`config.mk`:
```
export PLATFORM = sky130hd
export DESIGN_NAME = maj_net_sequencer
export DESIGN_NICKNAME = d
export VERILOG_FILES = /design/src/rtl/maj_seq_pkg.sv /design/src/rtl/maj_net_sequencer_maj3.sv /design/src/rtl/maj_net_sequencer.sv
export SDC_FILE = /design/constraint.sdc
export NUM_CORES = 1
export LEC_CHECK = 0
export CORE_ASPECT_RATIO = 0.5
export CORE_MARGIN = 8
export CORE_UTILIZATION = 29
export CTS_CLUSTER_DIAMETER = 30
export DETAILED_ROUTE_END_ITERATION = 10
export PLACE_DENSITY = 0.48
export SLEW_MARGIN = 30
export SYNTH_ARGS = -nofsm -noshare
export SYNTH_HDL_FRONTEND = slang
export SYNTH_HIERARCHICAL = 1
export SYNTH_SLANG_ARGS = --single-unit
export TNS_END_PERCENT = 50
```
`constraint.sdc`:
```
create_clock -name clk -period 3.1 [get_ports clk]
set_input_delay 0.465 -clock clk [delete_from_list [all_inputs] [get_ports clk]]
set_output_delay 0.465 -clock clk [all_outputs]
set_load 0.05 [all_outputs]
```
`src/rtl/maj_seq_pkg.sv`:
```
// maj_seq_pkg: shared types and select constants for the majority-network sequencer.
// Operand = {inv, sel}; node = three operands; FSM state encoding.
package maj_seq_pkg;

   typedef struct packed {
      logic       inv;
      logic [4:0] sel;
   } opnd_t;

   typedef struct packed {
      opnd_t c;
      opnd_t b;
      opnd_t a;
   } node_t;

   localparam logic [4:0] X_BASE    = 5'd0;
   localparam logic [4:0] CONST0    = 5'd7;
   localparam logic [4:0] NODE_BASE = 5'd8;

   typedef enum logic [1:0] {
      IDLE = 2'd0,
      EVAL = 2'd1,
      DONE = 2'd2
   } state_t;

endpackage

```
`src/rtl/maj_net_sequencer_maj3.sv`:
```
// maj3: single 3-input majority cell.
// Operand selection and inversion live in the caller.
module maj3 (
   input  logic a_i,
   input  logic b_i,
   input  logic c_i,
   output logic y_o
);

   // majority of three inputs
   always_comb begin
      y_o = (a_i & b_i) | (a_i & c_i) | (b_i & c_i);
   end

endmodule

```
`src/rtl/maj_net_sequencer.sv`:
```
// maj_net_sequencer: evaluates a programmable majority network one node per cycle.
// Define MAJ_SEQ_EVALCNT_EN to add the saturating eval_count output.
module maj_net_sequencer
   import maj_seq_pkg::*;
#(
   parameter int NODES = 8,
   localparam int AW = $clog2(NODES)
) (
   input  logic          clk,
   input  logic          rst_n,
   input  logic          cfg_we,
   input  logic [AW-1:0] cfg_addr,
   input  logic [17:0]   cfg_data,
   input  logic [AW-1:0] cfg_last,
   input  logic          in_valid,
   output logic          in_ready,
   input  logic [6:0]    x,
   output logic          out_valid,
   input  logic          out_ready,
   output logic          out
`ifdef MAJ_SEQ_EVALCNT_EN
   ,
   output logic [15:0]   eval_count
`endif
);

   state_t          state_q;
   node_t           prog_q [NODES];
   logic [AW-1:0]   last_q;
   logic [AW-1:0]   idx_q;
   logic [NODES-1:0] nv_q;
   logic [6:0]      x_q;
   logic            in_ready_q;
   logic            out_valid_q;
   logic            out_q;
   node_t           nd_d;
   logic [2:0]      opv_d;
   logic            res_d;
   logic [4:0]      idx5_d;

   // Operand value: inputs, constant 0, or an already-evaluated node
   function automatic logic opval(
      input opnd_t            o,
      input logic [6:0]       xv,
      input logic [NODES-1:0] nv,
      input logic [4:0]       idx5
   );
      logic       v;
      logic [4:0] xs;
      logic [4:0] ns;
      v  = 1'b0;
      xs = o.sel - X_BASE;
      ns = o.sel - NODE_BASE;
      if (o.sel < CONST0) begin
         v = xv[xs[2:0]];
      end else if (o.sel >= NODE_BASE && ns < idx5) begin
         v = nv[ns[AW-1:0]];
      end
      return v ^ o.inv;
   endfunction

   // Fetch the current node and resolve its three operands
   always_comb begin
      idx5_d   = {{(5-AW){1'b0}}, idx_q};
      nd_d     = prog_q[idx_q];
      opv_d[0] = opval(nd_d.a, x_q, nv_q, idx5_d);
      opv_d[1] = opval(nd_d.b, x_q, nv_q, idx5_d);
      opv_d[2] = opval(nd_d.c, x_q, nv_q, idx5_d);
   end

   maj3 u_maj3 (
      .a_i (opv_d[0]),
      .b_i (opv_d[1]),
      .c_i (opv_d[2]),
      .y_o (res_d)
   );

   // Sequencer FSM: program writes in IDLE, node-per-cycle EVAL, hold in DONE
   always_ff @(posedge clk) begin
      if (!rst_n) begin
         state_q     <= IDLE;
         in_ready_q  <= 1'b0;
         out_valid_q <= 1'b0;
         out_q       <= 1'b0;
         last_q      <= '0;
         idx_q       <= '0;
         nv_q        <= '0;
         x_q         <= '0;
         for (int i = 0; i < NODES; i++) begin
            prog_q[i] <= '0;
         end
      end else begin
         unique case (state_q)
            IDLE: begin
               in_ready_q <= 1'b1;
               if (cfg_we) begin
                  prog_q[cfg_addr] <= node_t'(cfg_data);
                  last_q           <= cfg_last;
               end
               if (in_valid && in_ready_q) begin
                  x_q        <= x;
                  nv_q       <= '0;
                  idx_q      <= '0;
                  in_ready_q <= 1'b0;
                  state_q    <= EVAL;
               end
            end
            EVAL: begin
               nv_q[idx_q] <= res_d;
               if (idx_q == last_q) begin
                  out_q       <= res_d;
                  out_valid_q <= 1'b1;
                  state_q     <= DONE;
               end else begin
                  idx_q <= idx_q + 1'b1;
               end
            end
            DONE: begin
               if (out_ready) begin
                  out_valid_q <= 1'b0;
                  in_ready_q  <= 1'b1;
                  state_q     <= IDLE;
               end
            end
            default: begin
               state_q <= IDLE;
            end
         endcase
      end
   end

   assign in_ready  = in_ready_q;
   assign out_valid = out_valid_q;
   assign out       = out_q;

`ifdef MAJ_SEQ_EVALCNT_EN
   logic [15:0] cnt_q;

   // Count accepted results, saturating at all-ones
   always_ff @(posedge clk) begin
      if (!rst_n) begin
         cnt_q <= '0;
      end else if (out_valid_q && out_ready && cnt_q != 16'hFFFF) begin
         cnt_q <= cnt_q + 16'd1;
      end
   end

   assign eval_count = cnt_q;
`endif

endmodule

```
==> results.json <==
{
  "grt_max_degree": 28,
  "drc": 0,
  "totalPowerFinal_w": 0.005330,
  "fillers": 2778,
  "yosys-top-cells-count": "and2_1 (145), edfxtp_1 (144), nand2_1 (31), nor2_1 (31), mux4_2 (30)",
  "critical_path_required_ns": 3.43,
  "fmax_mhz": 323.6,
  "leakagePower_nw": 3.744,
  "synth_seq_area_share_pct": 58.37,
  "status": "completed",
  "hold_start": "nv_q[3]",
  "crit_fanout": 4,
  "critPathBufInv": 2,
  "cp.depth": 13,
  "cts_sinks": 173,
  "synth-edff-count": 144,
  "slew_violations": 0,
  "drt_first_pass_iters": 6,
  "area_growth_pct": 23.62,
  "rsz0062_at_grt": "yes",
  "ctsHtreeMaxLevel": 4,
  "rrSetupSlack_ns": 0.009,
  "coreArea_sq_mm": 0.02874,
  "port_buffers": 38,
  "clk_latency_ns": 0.45,
  "fin_worst_skew_ns": 0.02036,
  "vias_per_cell": 4.742,
  "fin_area_sq_mm": 0.01039,
  "worstRegToRegCells": 13,
  "timing.rr.end": "out",
  "relSlewSlack_pct": 60.49,
  "finalWirelength_um": 23070,
  "powerDensity_mw_per_mm2": 513.1,
  "ys_seq_elements": 173,
  "gp_congestion": 0.7515,
  "layout-drive-gt1-share_pct": 21.67,
  "fin_hold_ws_ns": 0.5129,
  "synth.most_common_cell": "and2_1",
  "irDropWorstVdd_uv": 414.9,
  "die_y_um": 136.4,
  "cts_made_buffers": 17,
  "die_x_um": 256.7,
  "cp.arrival_ns": 3.42,
  "worstHoldPathType": "flop to flop",
  "setup_tns_ns": 0,
  "worst_pin_slew_ns": 0.5872,
  "critical_path.startpoint_type": "flop",
  "worstSetupEndpointType": "flop",
  "synth.distinct_cells": 43,
  "avgSynthCellArea_sq_um": 13.36,
  "ys_warn_count": 6,
  "die_area_sq_mm": 0.03501,
  "grt_pass1_wl_um": 34360,
  "finalHoldViolations": 0,
  "grt_pass1_vias": 5450,
  "synthFlopType": "edfxtp_1",
  "syn_inst": 629,
  "cap_violations": 0,
  "antenna_found_initial": 0,
  "placed_area_sq_mm": 0.009605,
  "hpwl_um": 14870,
  "ios": 39,
  "root_buffer": "clkbuf_16",
  "start_util_pct": 29.24,
  "min_period_over_period_pct": 99.70,
  "slowest_delay_ns": 0.48,
  "antenna_left": 0,
  "cts_max_path_buffers": 2,
  "period_needed_ns": 3.091,
  "synth_top_area_cell": "edfxtp_1",
  "syn_area_sq_mm": 0.008403,
  "endpoint": "out",
  "drt-initial-drc-count": 418,
  "grt_util_all_layers_pct": 13.22,
  "critPathSlowestCell": "mux4_2",
  "whs_path_depth": 2,
  "path_class": "flop to flop",
  "grt_overflow": 0,
  "cts_tree": "yes",
  "netlist.area_leader.share_pct": 51.46,
  "path_cells": "buf_12 -> buf_6 -> mux4_2 -> mux2_4 -> ha_4 -> a21boi_1 -> o21ai_1 -> o311ai_2 -> o22ai_2 -> xnor2_2 -> maj3_2 -> mux2i_1 -> nor2b_1",
  "nets": 759,
  "setup_viol": 0,
  "vias": 5316,
  "crit_family": "multiplexers",
  "cts.clk_slew.worst_paths_ns": 0.07,
  "postCtsHoldBufs": 0,
  "wl_per_cell_um": 20.58,
  "rows": 44,
  "synthArstFlopShare_pct": 0,
  "yosys-top-cells-area": "edfxtp_1 (51%), and2_1 (11%), mux4_2 (8.0%)",
  "syn_nets": 672
}
==> metal layers <==
metal  routed length (um)  global-route usage (%)  vias to the layer above
li1                     -                       -                     2484
met5                    0                       0                        -
met3                  996                   2.835                       16
met1                10860                   17.46                     2706
met4                  237                   3.409                        0
met2                10970                   22.02                      110
==> worst min path at each step <==
stage	slack [ns]	to
floorplan	0.46	x_q[4]
global placement	0.50	in_ready
detailed placement	0.51	x_q[0]
CTS	0.52	x_q[0]
global route	0.56	x_q[6]
finish	0.51	nv_q[3]
==> report_power, final <==
| part | internal [W] | switching, W |
|---|---|---|
| clock network | 0.00113 | 0.00101 |
| logic | 0.000233 | 0.000292 |
| registers | 0.00261 | 0.0000457 |
==> cell families after synthesis <==
| logic type | after synthesis | synth area share (%) |
|---|---|---|
| AOI/OAI and AO/OA | 61 | 4.556 |
| xor gates and xnor gates | 8 | 0.8339 |
| adders and majority gates | 8 | 1.176 |
| buffers and inverters | 39 | 2.323 |
| DFF | 173 | 58.37 |
| muxes | 74 | 14.95 |
| and+or+nand+nor | 266 | 17.79 |
==> worst reg2reg max path: cells and delay by family (launching register included) <==
family	cells	cell delay [ns]
mux	3	0.93
compound gates	4	0.71
fa+ha+maj	2	0.58
flops	1	0.39
buf+inv	2	0.21
xor+xnor	1	0.12
simple gates	1	0.06
==> state kept, by name (all words and copies together), names as in the netlist, named ones only <==
signal and flops:
nv_q 8, state_q 2, in_ready 1, idx_q 3
out_valid 1, x_q 7, prog_q 144, out 1
last_q 3
==> layout by cell type (no fill, tap or decap), drive strengths merged, types with 3 or more instances in the layout <==
cell type / n
xnor2: 5
mux4: 34
inv: 15
nor3: 11
o22ai: 3
and2: 145
mux2i: 33
ha: 7
nand2b: 5
nand3: 23
nand3b: 5
nor2: 31
mux2: 7
o21ai: 15
a21oi: 16
dfxtp: 29
clkinv: 4
clkinvlp: 5
nand2: 31
clkbuf: 17
xor2: 3
nor2b: 7
a21boi: 18
buf: 58
clkdlybuf4s50: 38
o311ai: 3
a32oi: 4
edfxtp: 144
==> what timing repair did <==
action / CTS / global route
resized for setup: 10 / 22
cloned: 1 / 0
endpoints found under the setup margin: 9 / 9
buffers inserted: 3 / 3
pin swaps: 7 / 12
==> per-stage QoR <==
step | std cells | utilization, % | worst slack [ns]
finish | 1121 | 36.15 | 0.009291
floorplan | 629 | - | 0.008573
global route | 1120 | 36.14 | -0.1341
detailed placement | 1081 | 33.42 | -0.1045
CTS | 1117 | 35.72 | 0.01133
global placement | 1081 | 33.42 | -0.007964
==> layout make-up <==
| class | count | area, sq um | area share (%) |
|---|---|---|---|
| inverters | 10 | 37.54 | 0.3614 |
| well taps | 391 | 489.2 | 4.710 |
| repair buffers | 96 | 930.9 | 8.962 |
| flip-flops and latches | 173 | 4910 | 47.27 |
| clock buffers | 17 | 425.4 | 4.095 |
| multi-input cells | 418 | 3435 | 33.06 |
| diodes | 1 | 2.502 | 0.02409 |
| clock inverters | 15 | 157.7 | 1.518 |
No activity file was read; power rests on OpenSTA's default activity.
